`src/rtl/sqrt_iter_core.sv`:
```
// Restoring digit-by-digit integer square root: resolves one root bit per clock
// and returns the floor root and remainder with a single-cycle done pulse.
//
// state   | meaning
// --------+----------------------------------------------------------
// ST_IDLE | waiting for start; root/rem hold the previous result
// ST_RUN  | one iteration per edge, counter counts HALF down to 0
// ST_DONE | result registers loaded, done high for this one cycle
module sqrt_iter_core #(
  parameter int WIDTH = 20
) (
  input  logic                 clk,
  input  logic                 rst_n,
  input  logic                 start,
  input  logic [WIDTH-1:0]     radicand,
  output logic                 busy,
  output logic                 done,
  output logic [WIDTH/2-1:0]   root,
  output logic [WIDTH/2:0]     rem
);

  localparam int HALF = WIDTH / 2;
  localparam int CW   = $clog2(HALF + 1);

  typedef enum logic [1:0] {
    ST_IDLE = 2'd0,
    ST_RUN  = 2'd1,
    ST_DONE = 2'd2
  } state_t;

  state_t            state_q, state_d;
  logic [CW-1:0]     cnt_q, cnt_d;
  logic [WIDTH-1:0]  sr_q, sr_d;
  logic [HALF+1:0]   r_q, r_d;
  logic [HALF-1:0]   q_q, q_d;
  logic [HALF-1:0]   root_q, root_d;
  logic [HALF:0]     rem_q, rem_d;
  logic              busy_q, busy_d;
  logic              done_q, done_d;

  logic [HALF+1:0]   r_sh;
  logic [HALF+1:0]   t_val;
  logic [HALF+1:0]   r_sub;
  logic              r_ge;
  logic [1:0]        unused_r_hi;

  // The working remainder never exceeds 2Q, so its top two bits are always
  // zero before the shift and can be dropped.
  assign unused_r_hi = r_q[HALF+1:HALF];

  always_comb begin
    r_sh  = {r_q[HALF-1:0], sr_q[WIDTH-1:WIDTH-2]};
    t_val = {q_q, 2'b01};
    r_ge  = (r_sh >= t_val);
    r_sub = r_sh - t_val;

    state_d = state_q;
    cnt_d   = cnt_q;
    sr_d    = sr_q;
    r_d     = r_q;
    q_d     = q_q;
    root_d  = root_q;
    rem_d   = rem_q;

    case (state_q)
      ST_IDLE: begin
        if (start) begin
          sr_d    = radicand;
          r_d     = '0;
          q_d     = '0;
          cnt_d   = CW'(HALF);
          state_d = ST_RUN;
        end
      end
      ST_RUN: begin
        sr_d  = {sr_q[WIDTH-3:0], 2'b00};
        r_d   = r_ge ? r_sub : r_sh;
        q_d   = {q_q[HALF-2:0], r_ge};
        cnt_d = cnt_q - CW'(1);
        if (cnt_q == CW'(1)) begin
          root_d  = q_d;
          rem_d   = r_d[HALF:0];
          state_d = ST_DONE;
        end
      end
      ST_DONE: state_d = ST_IDLE;
      default: state_d = ST_IDLE;
    endcase

    busy_d = (state_d == ST_RUN);
    done_d = (state_d == ST_DONE);
  end

  always_ff @(posedge clk or negedge rst_n) begin
    if (!rst_n) begin
      state_q <= ST_IDLE;
      cnt_q   <= '0;
      sr_q    <= '0;
      r_q     <= '0;
      q_q     <= '0;
      root_q  <= '0;
      rem_q   <= '0;
      busy_q  <= 1'b0;
      done_q  <= 1'b0;
    end else begin
      state_q <= state_d;
      cnt_q   <= cnt_d;
      sr_q    <= sr_d;
      r_q     <= r_d;
      q_q     <= q_d;
      root_q  <= root_d;
      rem_q   <= rem_d;
      busy_q  <= busy_d;
      done_q  <= done_d;
    end
  end

  assign busy = busy_q;
  assign done = done_q;
  assign root = root_q;
  assign rem  = rem_q;

endmodule

```
`config.mk`:
```
export PLATFORM = sky130hd
export DESIGN_NAME = sqrt_iter_core
export DESIGN_NICKNAME = d
export VERILOG_FILES = /design/src/rtl/sqrt_iter_core.sv
export SDC_FILE = /design/constraint.sdc
export NUM_CORES = 1
export LEC_CHECK = 0
export CORE_MARGIN = 4
export CORE_UTILIZATION = 55
export CTS_CLUSTER_SIZE = 16
export DETAILED_ROUTE_END_ITERATION = 16
export DONT_BUFFER_PORTS = 1
export PLACE_DENSITY = 0.75
export SLEW_MARGIN = 20
export SYNTH_ARGS = -nofsm -noshare
export SYNTH_HDL_FRONTEND = slang
export SYNTH_SLANG_ARGS = --single-unit
export TNS_END_PERCENT = 1
```
`constraint.sdc`:
```
create_clock -name clk -period 2.1 [get_ports clk]
set_input_delay 0.42 -clock clk [delete_from_list [all_inputs] [get_ports clk]]
set_output_delay 0.42 -clock clk [all_outputs]
set_load 0.05 [all_outputs]
```
; ---- Yosys cells after proc, flatten, opt, wreduce, memory -nomap -nowiden
; Cells that the tools add are included.
[op_classes]
addsub = 2
order_cmp = 1
n_eq_ne = 5
muxes = 12
reduce_logical = 4
[ops]
columns = operator, count
row1 = one-hot mux 10 bit (2 select lines), 2
row2 = one-hot mux 20 bit (2 select lines), 1
row3 = 2-to-1 mux 10 bit, 2
row4 = 2-to-1 mux 20 bit, 1
row5 = greater-or-equal comparator 12 bit, 1
row6 = 2-to-1 mux 11 bit, 1
row7 = subtractor 11 bit, 1
row8 = one-hot mux 4 bit (2 select lines), 1
row9 = "== test 2 x 1 -> 1 bit, second input constant", 2
row10 = "== test 4 x 1 -> 1 bit, second input constant", 1
row11 = 2-to-1 mux 2 bit, 2
row12 = 2-to-1 mux 4 bit, 1
row13 = one-hot mux 2 bit (2 select lines), 1
row14 = AND reduction 2 bit, 2
row15 = "subtractor 4 x 1 -> 4 bit, second input constant", 1
row16 = "== test 2 bit, second input constant", 1
row17 = logical NOT 2 bit, 1
row18 = "!= test 2 bit, second input constant", 1
row19 = nonzero test 2 bit, 1
[totals]
regBits = 69
in_bits = 23
out_inout_bits = 23

; ---- Logic depth before layout (Yosys ltp)
[logic_depth]
depth_word = 4
ltp_mapped = 9

; ---- Worst setup path before layout
; Ideal clock, no wire load.
[synth_timing]
kind = register to register
startpoint = register r_q[3]
endpoint = register r_q[4]
setup_time_ps = 132
t_arrival_ps = 1756
t_required_ps = 1968
slack_ps = 212
stages_incl_launch_ff = 9
n_path_buf = 1
cell_sequence = dfrtp_1 > ha_1 > nand4_1 > nor2_1 > a21oi_1 > o21ai_4 > buf_6 > mux2i_1 > o21ai_1
[synth_via]
elab_chain_len = 3
[synth_lines]
columns = element, line
row1 = from (decl), 34  ; logic [HALF+1:0] r_q, r_d;
row2 = from (signal assigned), 109  ; r_q <= r_d;
row3 = greater-or-equal comparator 12 bit, 54  ; r_ge = (r_sh >= t_val);
row4 = 2-to-1 mux 11 bit, 77  ; r_d = r_ge ? r_sub : r_sh;
row5 = one-hot mux 10 bit (2 select lines), 65  ; case (state_q)
; No other way between the ends.
; A chain may end at the register's enable or synchronous reset.

; ---- Worst setup path after layout
[layout_timing]
startpoint = register r_q[2]
endpoint = register r_q[1]
; Same word-level chain as after synthesis.

==> report_table.html <==
<table>
<tr><th>Metric</th><th>Value</th></tr>
<tr><th colspan="2">Final layout</th></tr>
<tr><td>Most common library cell in the layout ignoring fill and taps</td><td>dfrtp_1</td></tr>
<tr><td>Register cell area after layout</td><td>0.00173 sq mm</td></tr>
<tr><td>Core occupancy in the finished layout</td><td>67.8%</td></tr>
<tr><td>Fraction of layout cells with a size suffix above 1</td><td>16.2%</td></tr>
<tr><td>Final net count</td><td>414</td></tr>
<tr><td>Fillers</td><td>463</td></tr>
<tr><td>Final std cells w/o fill</td><td>457</td></tr>
<tr><td>Final design area excluding fillers</td><td>0.00406 sq mm</td></tr>
<tr><td>Count of inserted antenna diode cells</td><td>0</td></tr>
<tr><td>Top library cells by usage in the layout, fill and taps aside</td><td>dfrtp_1, nand2_1, o21ai_0</td></tr>
<tr><td>Growth of design area from synthesis to finish</td><td>17.8%</td></tr>
<tr><td>Multi-input gate area in the final layout</td><td>0.00166 sq mm</td></tr>
<tr><th colspan="2">Clocking</th></tr>
<tr><td>CTS clk-pin slew, worst paths</td><td>0.07 ns</td></tr>
<tr><td>Number of buffers added by the clock tree synthesis step</td><td>9</td></tr>
<tr><td>Clock insertion delay at the later pin of the skew report</td><td>0.36 ns</td></tr>
<tr><td>Clock root cell</td><td>clkbuf_8</td></tr>
<tr><td>Clock tree from TritonCTS</td><td>done</td></tr>
<tr><td>Clock sinks</td><td>69</td></tr>
<tr><td>Bufs on Longest Clock Path</td><td>2</td></tr>
<tr><td>Number of levels in the clock H-tree</td><td>3</td></tr>
<tr><th colspan="2">Placed design</th></tr>
<tr><td>Placed inst area</td><td>0.00362 sq mm</td></tr>
<tr><td>Buffers added on ports</td><td>0</td></tr>
<tr><td>Routability Congestion</td><td>0.987</td></tr>
<tr><td>Placed wire-length estimate after detailed placement</td><td>5130 microns</td></tr>
<tr><td>Placed cells</td><td>436</td></tr>
<tr><th colspan="2">STA</th></tr>
<tr><td>Hold WS</td><td>0.263 ns</td></tr>
<tr><td>Hold violation count in the final report</td><td>0</td></tr>
<tr><td>Achievable Freq</td><td>489 MHz</td></tr>
<tr><td>Final clock period utilization by the worst path</td><td>97.3%</td></tr>
<tr><td>Final Max Tran Viols</td><td>0</td></tr>
<tr><td>Final count of negative-setup-slack endpoints</td><td>0</td></tr>
<tr><td>Relative slew slack</td><td>65.3%</td></tr>
<tr><td>Time the final worst path needs with I/O delays and setup</td><td>2.04 ns</td></tr>
<tr><td>Worst setup skew after layout</td><td>0.00689 ns</td></tr>
<tr><td>Tightest Pin Transition</td><td>0.520 ns</td></tr>
<tr><th colspan="2">Run status</th></tr>
<tr><td>Outcome</td><td>complete, no violations</td></tr>
<tr><th colspan="2">Power and ir drop</th></tr>
<tr><td>Total Power Consumption</td><td>0.00825 W</td></tr>
<tr><td>PwrDens</td><td>2030 mW/mm^2</td></tr>
<tr><td>Reported leakage power</td><td>1.83 nW</td></tr>
<tr><td>Max IR drop VDD</td><td>1.09 mV</td></tr>
<tr><th colspan="2">Critical path</th></tr>
<tr><td>Reg2reg path depth</td><td>8</td></tr>
<tr><td>Crit Path Class</td><td>reg2reg</td></tr>
<tr><td>Reg-to-reg critical path startpoint</td><td>r_q[2]</td></tr>
<tr><td>Critical path data required time</td><td>2.38 ns</td></tr>
<tr><td>Setup slack on the worst flop-to-flop path</td><td>0.06 ns</td></tr>
<tr><td>Largest fanout on the critical path</td><td>5</td></tr>
<tr><td>Arr. time, crit path</td><td>2.33 ns</td></tr>
<tr><td>Worst setup SP type</td><td>register</td></tr>
<tr><td>Start point of the critical path</td><td>r_q[2]</td></tr>
<tr><td>Critical path endpoint category</td><td>register</td></tr>
<tr><th colspan="2">Synthesis</th></tr>
<tr><td>Multiplexer share of the synthesized area</td><td>2.65%</td></tr>
<tr><td>Adder and majority gate portion of the synthesized area</td><td>5.09%</td></tr>
<tr><td>Simple-gate share of the synthesized area</td><td>12.3%</td></tr>
<tr><td>Most frequently used flop master after synthesis</td><td>dfrtp_1</td></tr>
<tr><td>#FFs+latches synth</td><td>69</td></tr>
<tr><td>Gate count after technology mapping</td><td>361</td></tr>
<tr><td>Distinct cell type count after synthesis</td><td>41</td></tr>
<tr><td>Number of synthesized flops with an enable pin</td><td>0</td></tr>
<tr><td>XOR/XNOR Fraction of Synth Area</td><td>2.03%</td></tr>
<tr><td>Post-synth design cell area</td><td>0.00344 sq mm</td></tr>
<tr><td>Compound-Gate Fraction of Synth Area</td><td>23.1%</td></tr>
<tr><td>Total number of yosys warnings</td><td>0</td></tr>
<tr><td>Sequential-to-total area share from yosys stat</td><td>50.1%</td></tr>
<tr><td>Nets in the synthesized netlist</td><td>398</td></tr>
<tr><td>Main combinational cell family by area after synthesis</td><td>compound AO/OA/AOI/OAI gates</td></tr>
<tr><td>Post-synth ARST share</td><td>100%</td></tr>
<tr><td>Syn Area/Cell</td><td>9.54 sq um</td></tr>
<tr><th colspan="2">Floorplanning</th></tr>
<tr><td>Initial core utilization</td><td>57.5%</td></tr>
<tr><td>Area of the placeable core</td><td>0.00599 sq mm</td></tr>
<tr><td>Standard-cell rows</td><td>28</td></tr>
<tr><td>Height of the chip</td><td>87.1 microns</td></tr>
<tr><td>I/O pin count</td><td>46</td></tr>
<tr><td>Total die area</td><td>0.00759 sq mm</td></tr>
<tr><td>Die Span X</td><td>87.1 microns</td></tr>
<tr><th colspan="2">Global routing</th></tr>
<tr><td>Global-route wire length before repair</td><td>12,400 microns</td></tr>
<tr><td>Remaining global-route overflow</td><td>0</td></tr>
<tr><td>All-layer global routing usage</td><td>21.2%</td></tr>
<tr><td>Number of antenna violations at the first check in global routing</td><td>0</td></tr>
<tr><td>Pin count of the biggest net entering global routing</td><td>70</td></tr>
<tr><td>Vias in the first global route</td><td>2,615</td></tr>
<tr><th colspan="2">Hold path</th></tr>
<tr><td>Hold Startpoint</td><td>radicand[16]</td></tr>
<tr><td>Worst hold-check path type</td><td>in2reg</td></tr>
<tr><td>Hold path cells</td><td>2</td></tr>
<tr><th colspan="2">Drt</th></tr>
<tr><td>WL final</td><td>7560 microns</td></tr>
<tr><td>Detail Route Antenna Nets</td><td>0</td></tr>
<tr><td>Number of remaining DRC errors</td><td>0</td></tr>
<tr><td>Via count</td><td>2,647</td></tr>
<tr><td>Vias per inst</td><td>5.79</td></tr>
<tr><td>Initial drt markers</td><td>178</td></tr>
<tr><td>WL per Instance</td><td>16.5 microns</td></tr>
<tr><td>First-pass DRT Iterations</td><td>5</td></tr>
<tr><th colspan="2">Run</th></tr>
<tr><td>Number of max-cap violations</td><td>0</td></tr>
</table>
sequential cells by signal, indices dropped and copies added, names as in the netlist:
register,cells
rem,11
q_q,10
busy,1
sr_q,20
cnt_q,4
done,1
r_q,10
root,10
state_q,2
worst max-delay path, cell delays in order (launching register included):
cell and delay, ns:
dfrtp_1 0.43, ha_4 0.31, nand4_1 0.15, nor2_1 0.16, a21oi_2 0.09, o21ai_4 0.20, buf_4 0.16, mux2_2 0.35
o21ai_2 0.12
metal layers:
metal / global-route usage (%) / routed length, microns / vias to the layer above
li1: - / - / 1297
met1: 27.3 / 3250 / 1262
met2: 33.0 / 3680 / 66
met3: 7.00 / 439 / 22
met4: 8.51 / 192 / 0
met5: 0 / 0 / -
cell usage after synthesis (2+ instances only):
cell	n	area, sq um
nor2b_1	21	131
xor2_1	4	35.0
mux2i_1	8	80.1
a21o_1	4	30.0
ha_1	14	175
clkbuf_1	20	75.1
nand4_1	2	12.5
nor2_1	10	37.5
nor3_1	6	30.0
inv_1	20	75.1
nand2_1	42	158
dfrtp_1	69	1730
o21ai_0	34	170
a21oi_1	26	130
a22oi_1	19	143
o22ai_1	9	56.3
a211oi_1	3	22.5
a2bb2oi_1	2	17.5
xnor2_1	4	35.0
o21ai_1	23	115
cells by family after synthesis:
group,Yosys count
muxes,9
DFF,69
xor gates and xnor gates,8
AOI/OAI and AO/OA,131
and+or+nand+nor,89
buffers and inverters,41
adders and majority gates,14
final cells by class:
| class | instances | area share [%] |
|---|---|---|
| clock buffer | 10 | 3.39 |
| clock inverter | 6 | 3.30 |
| inverter | 20 | 1.85 |
| multi-input combinational | 251 | 40.9 |
| sequential | 69 | 42.5 |
| tap | 75 | 2.31 |
| timing repair buffer | 26 | 5.67 |
stage by stage:
stage	setup TNS, ns	worst slack (ns)
after global routing	-0.244	-0.0418
after global placement	0	0.0749
final	0	0.0567
after floorplan	0	0.212
after CTS	0	0.0106
after detailed placement	-0.371	-0.0778
power by group:
| group | total (W) | internal, W | switching, W |
|---|---|---|---|
| Sequential | 0.00285 | 0.00186 | 0.000993 |
| Clock | 0.00145 | 0.000941 | 0.000512 |
| Combinational | 0.00395 | 0.00180 | 0.00214 |
path summary, 6_finish.rpt:
path	end
max	r_q[1]
min	sr_q[16]
max reg2reg	r_q[1]
min reg2reg	sr_q[1]
max in group asynchronous	cnt_q[0]
min in group asynchronous	rem[7]
what timing repair did:
item / CTS / global route
setup buffers: 1 / 2
pin swaps: 1 / 4
hold endpoints to repair: 69 / 0
hold buffers: 2 / 0
endpoints found under the setup margin: 18 / 21
cloned: 0 / 0
gates resized for setup: 1 / 18
Power figures use the tool's default switching activity.
